### src/rtl/riot_pkg.sv
// rtl/riot_pkg.sv - shared constants for the RIOT-style I/O timer
package riot_pkg;

  typedef enum logic [1:0] {
    PS_1    = 2'd0,
    PS_8    = 2'd1,
    PS_64   = 2'd2,
    PS_1024 = 2'd3
  } ps_e;

  localparam logic [3:0] ADDR_TIMER  = 4'h8;  // 8..B, low bits pick the prescale
  localparam logic [3:0] ADDR_TCOUNT = 4'hC;
  localparam logic [3:0] ADDR_FLAGS  = 4'hD;
  localparam logic [3:0] ADDR_IER    = 4'hE;

  localparam int FLAG_TIMER = 0;
  localparam int FLAG_EDGE  = 1;

  localparam int PSC_W = 10;

  function automatic logic [3:0] ps_shift(ps_e ps);
    case (ps)
      PS_1:    return 4'd0;
      PS_8:    return 4'd3;
      PS_64:   return 4'd6;
      default: return 4'd10;
    endcase
  endfunction

  function automatic logic [PSC_W-1:0] ps_max(ps_e ps);
    return PSC_W'((1 << ps_shift(ps)) - 1);
  endfunction

endpackage

### src/rtl/riot_io_timer_if.sv
// rtl/riot_io_timer_if.sv - CPU register bus between decoder and the I/O timer
interface riot_io_timer_if #(
  parameter int DATA_W = 8
);
  logic              cs;
  logic              we;
  logic [3:0]        addr;
  logic [DATA_W-1:0] di;
  logic [DATA_W-1:0] dout;
  logic              oe;

  modport master (output cs, we, addr, di, input dout, oe);
  modport slave  (input cs, we, addr, di, output dout, oe);
endinterface

### src/rtl/riot_timer.sv
// rtl/riot_timer.sv - interval timer: prescaler, down-counter, free-run after underflow
module riot_timer
  import riot_pkg::*;
#(
  parameter int DATA_W = 8
) (
  input  logic              clk,
  input  logic              rst,
  input  logic              load,
  input  logic [DATA_W-1:0] load_val,
  input  ps_e               ps_sel,
  output logic [DATA_W-1:0] count,
  output logic              underflow
);

  logic [PSC_W-1:0] psc;
  ps_e              ps_q;
  logic             free_run;
  logic             wrap;
  logic             tick;

  assign wrap = (psc == ps_max(ps_q));
  assign tick = free_run || wrap;
  // A load in the same cycle suppresses the underflow so the write wins.
  assign underflow = tick && (count == '0) && !load;

  always_ff @(posedge clk or posedge rst) begin
    if (rst) begin
      count    <= '1;
      psc      <= '0;
      ps_q     <= PS_1024;
      free_run <= 1'b0;
    end else if (load) begin
      count    <= load_val;
      psc      <= '0;
      ps_q     <= ps_sel;
      free_run <= 1'b0;
    end else begin
      psc <= wrap ? '0 : psc + 1'b1;
      if (tick) begin
        if (count == '0) begin
          count    <= '1;
          free_run <= 1'b1;
        end else begin
          count <= count - 1'b1;
        end
      end
    end
  end

endmodule

### src/rtl/riot_io_timer.sv
// rtl/riot_io_timer.sv - parametrised I/O ports, interval timer, edge interrupt, register bus
module riot_io_timer
  import riot_pkg::*;
#(
  parameter int NUM_PORTS   = 2,
  parameter int DATA_W      = 8,
  parameter int SYNC_STAGES = 2
) (
  input  logic                          phi2,
  input  logic                          rst,
  riot_io_timer_if.slave                bus,
  input  logic [NUM_PORTS*DATA_W-1:0]   p_i,
  output logic [NUM_PORTS*DATA_W-1:0]   p_o,
  output logic [NUM_PORTS*DATA_W-1:0]   p_ddr,
  output logic                          irq
);

  localparam int PW = NUM_PORTS * DATA_W;

  logic [PW-1:0]     sync_q [SYNC_STAGES];
  logic [PW-1:0]     pin;
  logic              edge_prev;
  logic              edge_pol;
  logic              edge_hit;
  logic [1:0]        flags;
  logic [1:0]        ier;
  logic              rd;
  logic              wr;
  logic [1:0]        port_idx;
  logic              port_ok;
  logic              timer_load;
  logic              underflow;
  logic [DATA_W-1:0] count;
  logic [DATA_W-1:0] sel_o;
  logic [DATA_W-1:0] sel_ddr;
  logic [DATA_W-1:0] sel_pin;
  logic [DATA_W-1:0] rdata;

  assign rd         = bus.cs && !bus.we;
  assign wr         = bus.cs && bus.we;
  assign port_idx   = bus.addr[2:1];
  assign port_ok    = !bus.addr[3] && (int'(port_idx) < NUM_PORTS);
  assign timer_load = wr && (bus.addr[3:2] == ADDR_TIMER[3:2]);
  assign pin        = sync_q[SYNC_STAGES-1];

  // Edge detection watches the pin even when the port bit is driven.
  assign edge_hit = edge_pol ? ( pin[DATA_W-1] && !edge_prev)
                             : (!pin[DATA_W-1] &&  edge_prev);

  riot_timer #(.DATA_W(DATA_W)) u_timer (
    .clk       (phi2),
    .rst       (rst),
    .load      (timer_load),
    .load_val  (bus.di),
    .ps_sel    (ps_e'(bus.addr[1:0])),
    .count     (count),
    .underflow (underflow)
  );

  always_ff @(posedge phi2 or posedge rst) begin
    if (rst) begin
      for (int i = 0; i < SYNC_STAGES; i++) sync_q[i] <= '0;
      edge_prev <= 1'b0;
    end else begin
      sync_q[0] <= p_i;
      for (int i = 1; i < SYNC_STAGES; i++) sync_q[i] <= sync_q[i-1];
      edge_prev <= pin[DATA_W-1];
    end
  end

  always_comb begin
    sel_o   = '0;
    sel_ddr = '0;
    sel_pin = '0;
    for (int p = 0; p < NUM_PORTS; p++) begin
      if (port_idx == 2'(p)) begin
        sel_o   = p_o[p*DATA_W +: DATA_W];
        sel_ddr = p_ddr[p*DATA_W +: DATA_W];
        sel_pin = pin[p*DATA_W +: DATA_W];
      end
    end
  end

  always_comb begin
    rdata = '0;
    if (port_ok) begin
      rdata = bus.addr[0] ? sel_ddr : ((sel_ddr & sel_o) | (~sel_ddr & sel_pin));
    end else begin
      case (bus.addr)
        ADDR_TCOUNT: rdata = count;
        ADDR_FLAGS:  rdata = DATA_W'(flags);
        ADDR_IER:    rdata = DATA_W'(ier);
        default:     rdata = '0;
      endcase
    end
  end

  always_ff @(posedge phi2 or posedge rst) begin
    if (rst) begin
      p_o      <= '0;
      p_ddr    <= '0;
      edge_pol <= 1'b0;
      ier      <= 2'b00;
    end else if (wr) begin
      for (int p = 0; p < NUM_PORTS; p++) begin
        if (!bus.addr[3] && port_idx == 2'(p)) begin
          if (bus.addr[0]) p_ddr[p*DATA_W +: DATA_W] <= bus.di;
          else             p_o[p*DATA_W +: DATA_W]   <= bus.di;
        end
      end
      if (bus.addr == ADDR_FLAGS) edge_pol <= bus.di[0];
      if (bus.addr == ADDR_IER)   ier      <= bus.di[1:0];
    end
  end

  // New events take priority over read-to-clear in the same cycle.
  always_ff @(posedge phi2 or posedge rst) begin
    if (rst) begin
      flags <= 2'b00;
      irq   <= 1'b0;
    end else begin
      if (underflow)
        flags[FLAG_TIMER] <= 1'b1;
      else if (timer_load || (rd && bus.addr == ADDR_TCOUNT))
        flags[FLAG_TIMER] <= 1'b0;
      if (edge_hit)
        flags[FLAG_EDGE] <= 1'b1;
      else if (rd && bus.addr == ADDR_FLAGS)
        flags[FLAG_EDGE] <= 1'b0;
      irq <= |(flags & ier);
    end
  end

  always_ff @(posedge phi2 or posedge rst) begin
    if (rst) begin
      bus.dout <= '0;
      bus.oe   <= 1'b0;
    end else begin
      bus.oe <= rd;
      if (rd) bus.dout <= rdata;
    end
  end

endmodule
### src/flat_wrapper.sv
// flat-port wrapper written by rule: the top's interface ports become plain ports
module riot_io_timer_flat import riot_pkg::*;
#(
  parameter int NUM_PORTS   = 2,
  parameter int DATA_W      = 8,
  parameter int SYNC_STAGES = 2
)
  (phi2, rst, p_i, p_o, p_ddr, irq, bus_cs, bus_we, bus_addr, bus_di, bus_dout, bus_oe);
  riot_io_timer_if #(.DATA_W(DATA_W)) bus_i ();
  input  logic phi2;
  input  logic rst;
  input  logic [NUM_PORTS*DATA_W-1:0] p_i;
  output logic [NUM_PORTS*DATA_W-1:0] p_o;
  output logic [NUM_PORTS*DATA_W-1:0] p_ddr;
  output logic irq;
  input wire logic [$bits(bus_i.cs)-1:0] bus_cs;
  input wire logic [$bits(bus_i.we)-1:0] bus_we;
  input wire logic [$bits(bus_i.addr)-1:0] bus_addr;
  input wire logic [$bits(bus_i.di)-1:0] bus_di;
  output wire logic [$bits(bus_i.dout)-1:0] bus_dout;
  output wire logic [$bits(bus_i.oe)-1:0] bus_oe;
  assign bus_i.cs = bus_cs;
  assign bus_i.we = bus_we;
  assign bus_i.addr = bus_addr;
  assign bus_i.di = bus_di;
  assign bus_dout = bus_i.dout;
  assign bus_oe = bus_i.oe;
  riot_io_timer #(.NUM_PORTS(NUM_PORTS), .DATA_W(DATA_W), .SYNC_STAGES(SYNC_STAGES)) u_core (.phi2(phi2), .rst(rst), .bus(bus_i), .p_i(p_i), .p_o(p_o), .p_ddr(p_ddr), .irq(irq));
endmodule
### config.mk
export PLATFORM = sky130hd
export DESIGN_NAME = riot_io_timer_flat
export DESIGN_NICKNAME = d
export VERILOG_FILES = /design/src/rtl/riot_pkg.sv /design/src/rtl/riot_io_timer_if.sv /design/src/rtl/riot_timer.sv /design/src/rtl/riot_io_timer.sv /design/src/flat_wrapper.sv
export SDC_FILE = /design/constraint.sdc
export NUM_CORES = 1
export LEC_CHECK = 0
export ABC_AREA = 1
export CAP_MARGIN = 20
export CORE_UTILIZATION = 57
export CTS_CLUSTER_DIAMETER = 200
export DETAILED_ROUTE_END_ITERATION = 6
export PLACE_DENSITY = 0.85
export SYNTH_ARGS = -nofsm -noshare
export SYNTH_HDL_FRONTEND = slang
export SYNTH_SLANG_ARGS = --single-unit
### constraint.sdc
create_clock -name phi2 -period 7.3 [get_ports phi2]
set_clock_uncertainty 0.1 [all_clocks]
set_input_delay 1.095 -clock phi2 [delete_from_list [all_inputs] [get_ports phi2]]
set_output_delay 1.095 -clock phi2 [all_outputs]
set_load 0.05 [all_outputs]
# Word level (Yosys, flattened, before mapping)
# Index checks and enable logic that the tools add are counted.
# Widths: inputs -> output; s select.
[word_totals]
reg_bits = 101
out_inout_bits = 42
[op_classes]
add_sub_neg = 3
n_lt_le_gt_ge = 1
n_eq_ne = 8
n_shift = 1
mux = 23
n_bitwise = 6
n_reduce_logical = 34
[op_table]
columns = ["cell", "n"]
rows = [
  ["$mux 8", 11],
  ["$pmux 8 s3", 1],
  ["$mux 10", 2],
  ["$and 8x8->8", 2],
  ["$eq 4x4->1 const B", 3],
  ["$logic_and 1x1->1", 12],
  ["$pmux 4 s3", 1],
  ["$reduce_and 3->1", 4],
  ["$add 10x1->10 const B", 1],
  ["$eq 10x10->1", 1],
  ["$shl 1x4->10 const A", 1],
  ["$sub 10x2->10 const B", 1],
  ["$logic_not 8->1", 1],
  ["$mux 1", 8],
  ["$not 8->8", 1],
  ["$or 8x8->8", 1],
  ["$reduce_bool 2->1", 4],
  ["$sub 8x1->8 const B", 1],
  ["$reduce_and 2->1", 3],
  ["$logic_not 1->1", 5],
  ["$eq 2x1->1 const B", 2],
  ["$eq 2x2->1 const B", 2],
  ["$logic_not 2->1", 2],
  ["$and 2x2->2", 1],
  ["4 further kinds", 5],
]

# Depth between registers and ports, before layout
[logic_depth]
word_depth = 9
mapped_depth = 10

# Hierarchy
# From an unflattened synthesis, not the netlist that was laid out.
[hier_totals]
cells_unflattened = 512
hier_area_um2 = 4485.6
[modules_own_cells]
columns = ["mod", "instances", "cells_each", "area_each_um2", "seq_area_each_um2"]
rows = [
  ["riot_io_timer", 1, 330, 3143.0, 2001.9],
  ["riot_timer", 1, 182, 1342.5, 538.0],
]

# Worst setup path before layout
# No wires, ideal clock.
[synth_path]
path_type = "input to register"
start = "input port bus_addr[0]"
end = "register u_core.p_ddr[6]"
setup_ns = 0.123
t_arrival_ns = 1.907
setup_slack_ns = 5.170
path_stages = 7
path_cell_list = "buf_4 inv_1 nor2_1 nand2_2 buf_2 nand2_1 o21ai_1"
[synth_between]
elab_chain_len = 1
[synth_lines]
columns = ["element", "line_no", "text"]
rows = [
  ["start: declaration", "flat_wrapper.sv:18", "input wire logic [$bits(bus_i.addr)-1:0] bus_addr;"],
  ["$reduce_and 3->1 (no source line)", "-", ""],
  ["end signal: indexed assignment", "riot_io_timer.sv:107", "if (bus.addr[0]) p_ddr[p*DATA_W +: DATA_W] <= bus.di;"],
  ["end: declaration", "riot_io_timer.sv:14", "output logic [NUM_PORTS*DATA_W-1:0] p_ddr,"],
]
# Every way passes these cells.
# A chain may end at the register's enable or synchronous reset.

# Worst setup path after layout
[layout_path]
start = "input port bus_addr[0]"
end = "register u_core.p_ddr[4]"
# Same word-level chain as after synthesis.

==> reports/qor.csv <==
metric,value,unit
ctsHoldBuffers,0,
hold_start,u_core.sync_q[19],
syn_area_per_cell,8.81,um^2
ys.flop_type,dfrtp_1,
synth_cells,509,
synth_area,4490,um^2
gp_congestion,0.931,
p_int,1.04,mW
placed_area,5240,um^2
hold_viol,0,
switching_power,655,uW
worstReg2RegStart,u_core.u_timer.ps_q[1],
io_pins,74,
vias,3754,
start_util,60.2,%
antenna_left,0,
die-area,8230,um^2
fin_area,5440,um^2
tns,0,ns
fmax,351,MHz
use_met2,44.1,%
dpl_worst_slack,4.08,ns
antenna_found_initial,0,
wire_per_inst,14.8,um
post_cts_resized,0,
first_iter_violations,230,
fp.dieW,90.7,um
setup_viol,0,
clk_latency,0.37,ns
critPathMaxFanout,17,
drc_errors,0,
cts_tree,built,
port_buffers,73,
synth_area_leaders,"dfrtp_1 (51%), nand2_1 (15%), dfstp_2 (5.9%), o21ai_0 (3.0%), inv_1 (2.9%)",
p_leak,2.57,nW
grt_max_degree,62,
grt_pass1_wl,16.8,mm
root_buffer,clkbuf_8,
ys_ff_latch,101,
finish.utilization,73.1,%
seq_power_share,45.9,%
maxSlewViolCount,0,
hpwl,7.17,mm
synth_edf_count,0,
die_h,90.7,um
htree_levels,3,
busiest_layer,met2,
syn_to_final_growth,21.4,%
synth_top_area_share,50.8,%
reg2reg_slack,5.24,ns
grt_overflow,0,
relSlewSlack,51.4,%
worstSetupPathType,input port to flop,
power.density,310,nW/um^2
synthArstFlopShare,100,%
worst_slack,4.45,ns
power_frac_comb,32.7,%
p_clk_share,21.5,%
fillers,563,
arrival,3.00,ns
sw_frac_of_total,38.7,%
yosys.area.top_type,dfrtp_1,
worst_pin_slew,0.730,ns
via_per_inst,5.49,
crit_required,7.45,ns
cts_buffer_depth,2,
layout.nets,615,
total_power,1.69,mW
post_cts_buffers,0,
hold_end,u_core.pin[3],
numCtsBuffers,9,
ys_warn_count,0,
fin_crit,2.85,ns
maxCapViolations,0,
synth_nets,544,
drive_gt1_share,8.38,%
ys_seq_area_share,56.6,%
critPathLaunchType,input port,
min_path_type,flop to flop,
core,7450,um^2
ir_worst_vdd,174,uV
firstDrtPassIters,4,
grt_use_met1,33.0,%
clock-sinks,101,
row_count,31,
hold_depth,0,
diodes,0,
end_kind,flop,
outcome,"finished, final reports clean",
finalCritPeriodShare,39.0,%
clk_pin_slew_worst_paths,0.10,ns
totalWireLength,10.1,mm
grt_use_total,26.1,%
use_met3,5.89,%
worstReg2RegEnd,u_core.u_timer.count[3],
synth.distinct_cells,31,
reg2reg_depth,9,
grt_setup_unrepaired,false,
grt_pass1_vias,3477,
[placed cells by master (no fill, tap or decap)]
| master | netlist | layout |
|---|---|---|
| inv_8 | 0 | 1 |
| clkinv_1 | 2 | 2 |
| xnor2_1 | 4 | 4 |
| nor3_1 | 3 | 3 |
| inv_4 | 0 | 1 |
| o21ai_1 | 20 | 20 |
| nand2_1 | 174 | 174 |
| nand2_2 | 7 | 7 |
| clkinv_2 | 0 | 1 |
| clkbuf_8 | 0 | 9 |
| buf_4 | 4 | 1 |
| a211oi_1 | 2 | 2 |
| nor3_2 | 3 | 3 |
| nor2_8 | 1 | 1 |
| nand3_1 | 21 | 21 |
| o21ai_0 | 27 | 27 |
| inv_1 | 35 | 34 |
| a22oi_1 | 8 | 8 |
| inv_6 | 0 | 2 |
| nand4_1 | 11 | 11 |
| inv_2 | 5 | 5 |
| nor2_2 | 2 | 2 |
| or2_2 | 1 | 1 |
| dfrtp_1 | 91 | 91 |
| clkdlybuf4s50_1 | 0 | 73 |
| a22o_1 | 2 | 2 |
| ha_1 | 3 | 3 |
| bufinv_16 | 0 | 1 |
| nor2_4 | 2 | 2 |
| xor2_1 | 5 | 5 |
| clkinvlp_4 | 0 | 1 |
| a21oi_1 | 16 | 16 |
| clkinv_4 | 0 | 1 |
| nor2_1 | 33 | 33 |
| a21boi_0 | 1 | 1 |
| o211ai_1 | 6 | 6 |
| dfstp_2 | 10 | 10 |
[critical path: stages]
cell and delay [ns]:
clkdlybuf4s50_1 0.90, inv_1 0.31, nor2_1 0.27, nand2_2 0.23, nand2_1 0.11, o21ai_1 0.08
[kinds of logic after synthesis]
family                     share of synthesized area [%]
DFF                                                 56.6
and+or+nand+nor                                     24.5
AOI/OAI and AO/OA                                   10.3
xor gates and xnor gates                            1.76
buffers and inverters                               5.97
adders and majority gates                          0.837
[final cells by class]
class | instances | area (um^2) | share of cell area (%)
repair buffers | 74 | 738 | 13.6
flip-flops and latches | 101 | 2540 | 46.7
clock inverters | 7 | 80.1 | 1.47
well taps | 99 | 124 | 2.28
multi-input cells | 352 | 1680 | 30.8
inverters | 42 | 160 | 2.94
clock buffers | 9 | 124 | 2.28
[power groups by stage]
stage / logic [mW] / clock network, mW / registers (mW)
floorplan: 0.264 / 0 / 0.890
global placement: 0.533 / 0 / 0.778
detailed placement: 0.549 / 0 / 0.781
CTS: 0.554 / 0.367 / 0.772
global route: 0.607 / 0.389 / 0.787
finish: 0.552 / 0.363 / 0.775
[synthesized netlist by cell type, drive strengths merged (8+ instances only)]
cell type  count
nor2          38
dfstp         10
dfrtp         91
buf           14
inv           40
nand4         11
a22oi          8
nand3         21
o21ai         47
nand2        181
a21oi         16
[state kept, by name (all words and copies together) (netlist names)]
signal / cells
u_core.bus.dout: 8
u_core.flags: 2
u_core.u_timer.ps_q: 2
u_core.p_o: 16
u_core.irq: 1
u_core.edge_pol: 1
u_core.pin: 16
u_core.u_timer.count: 8
u_core.ier: 2
u_core.sync_q: 16
u_core.bus.oe: 1
u_core.edge_prev: 1
u_core.p_ddr: 16
u_core.u_timer.psc: 10
u_core.u_timer.free_run: 1
[per-stage QoR]
stage | cells | hold slack, ns
3_3_place_gp | 668 | 0.232
2_1_floorplan | 509 | 0.231
5_1_grt | 684 | 0.265
6_report | 684 | 0.254
3_5_place_dp | 668 | 0.235
4_1_cts | 684 | 0.256
[per-layer routing]
metal	vias up	part of all wire, %
li1	1788	-
met1	1788	41
met2	145	50
met3	33	6.1
met4	0	2.9
met5	-	0
[worst max path at each step]
stage | from | endpoint | slack [ns] | cells past startpoint
final | bus_addr[0] | u_core.p_ddr[4] | 4.45 | 6
after global placement | bus_addr[0] | u_core.p_ddr[8] | 4.19 | 6
after detailed placement | bus_addr[0] | u_core.p_ddr[13] | 4.08 | 5
after floorplan | rst | u_core.bus.dout[0] | 3.47 | 1
after global routing | bus_addr[0] | u_core.p_ddr[13] | 4.33 | 6
after CTS | u_core.p_o[14] | p_o[14] | 4.48 | 1
(Power assumes the default switching activity.)
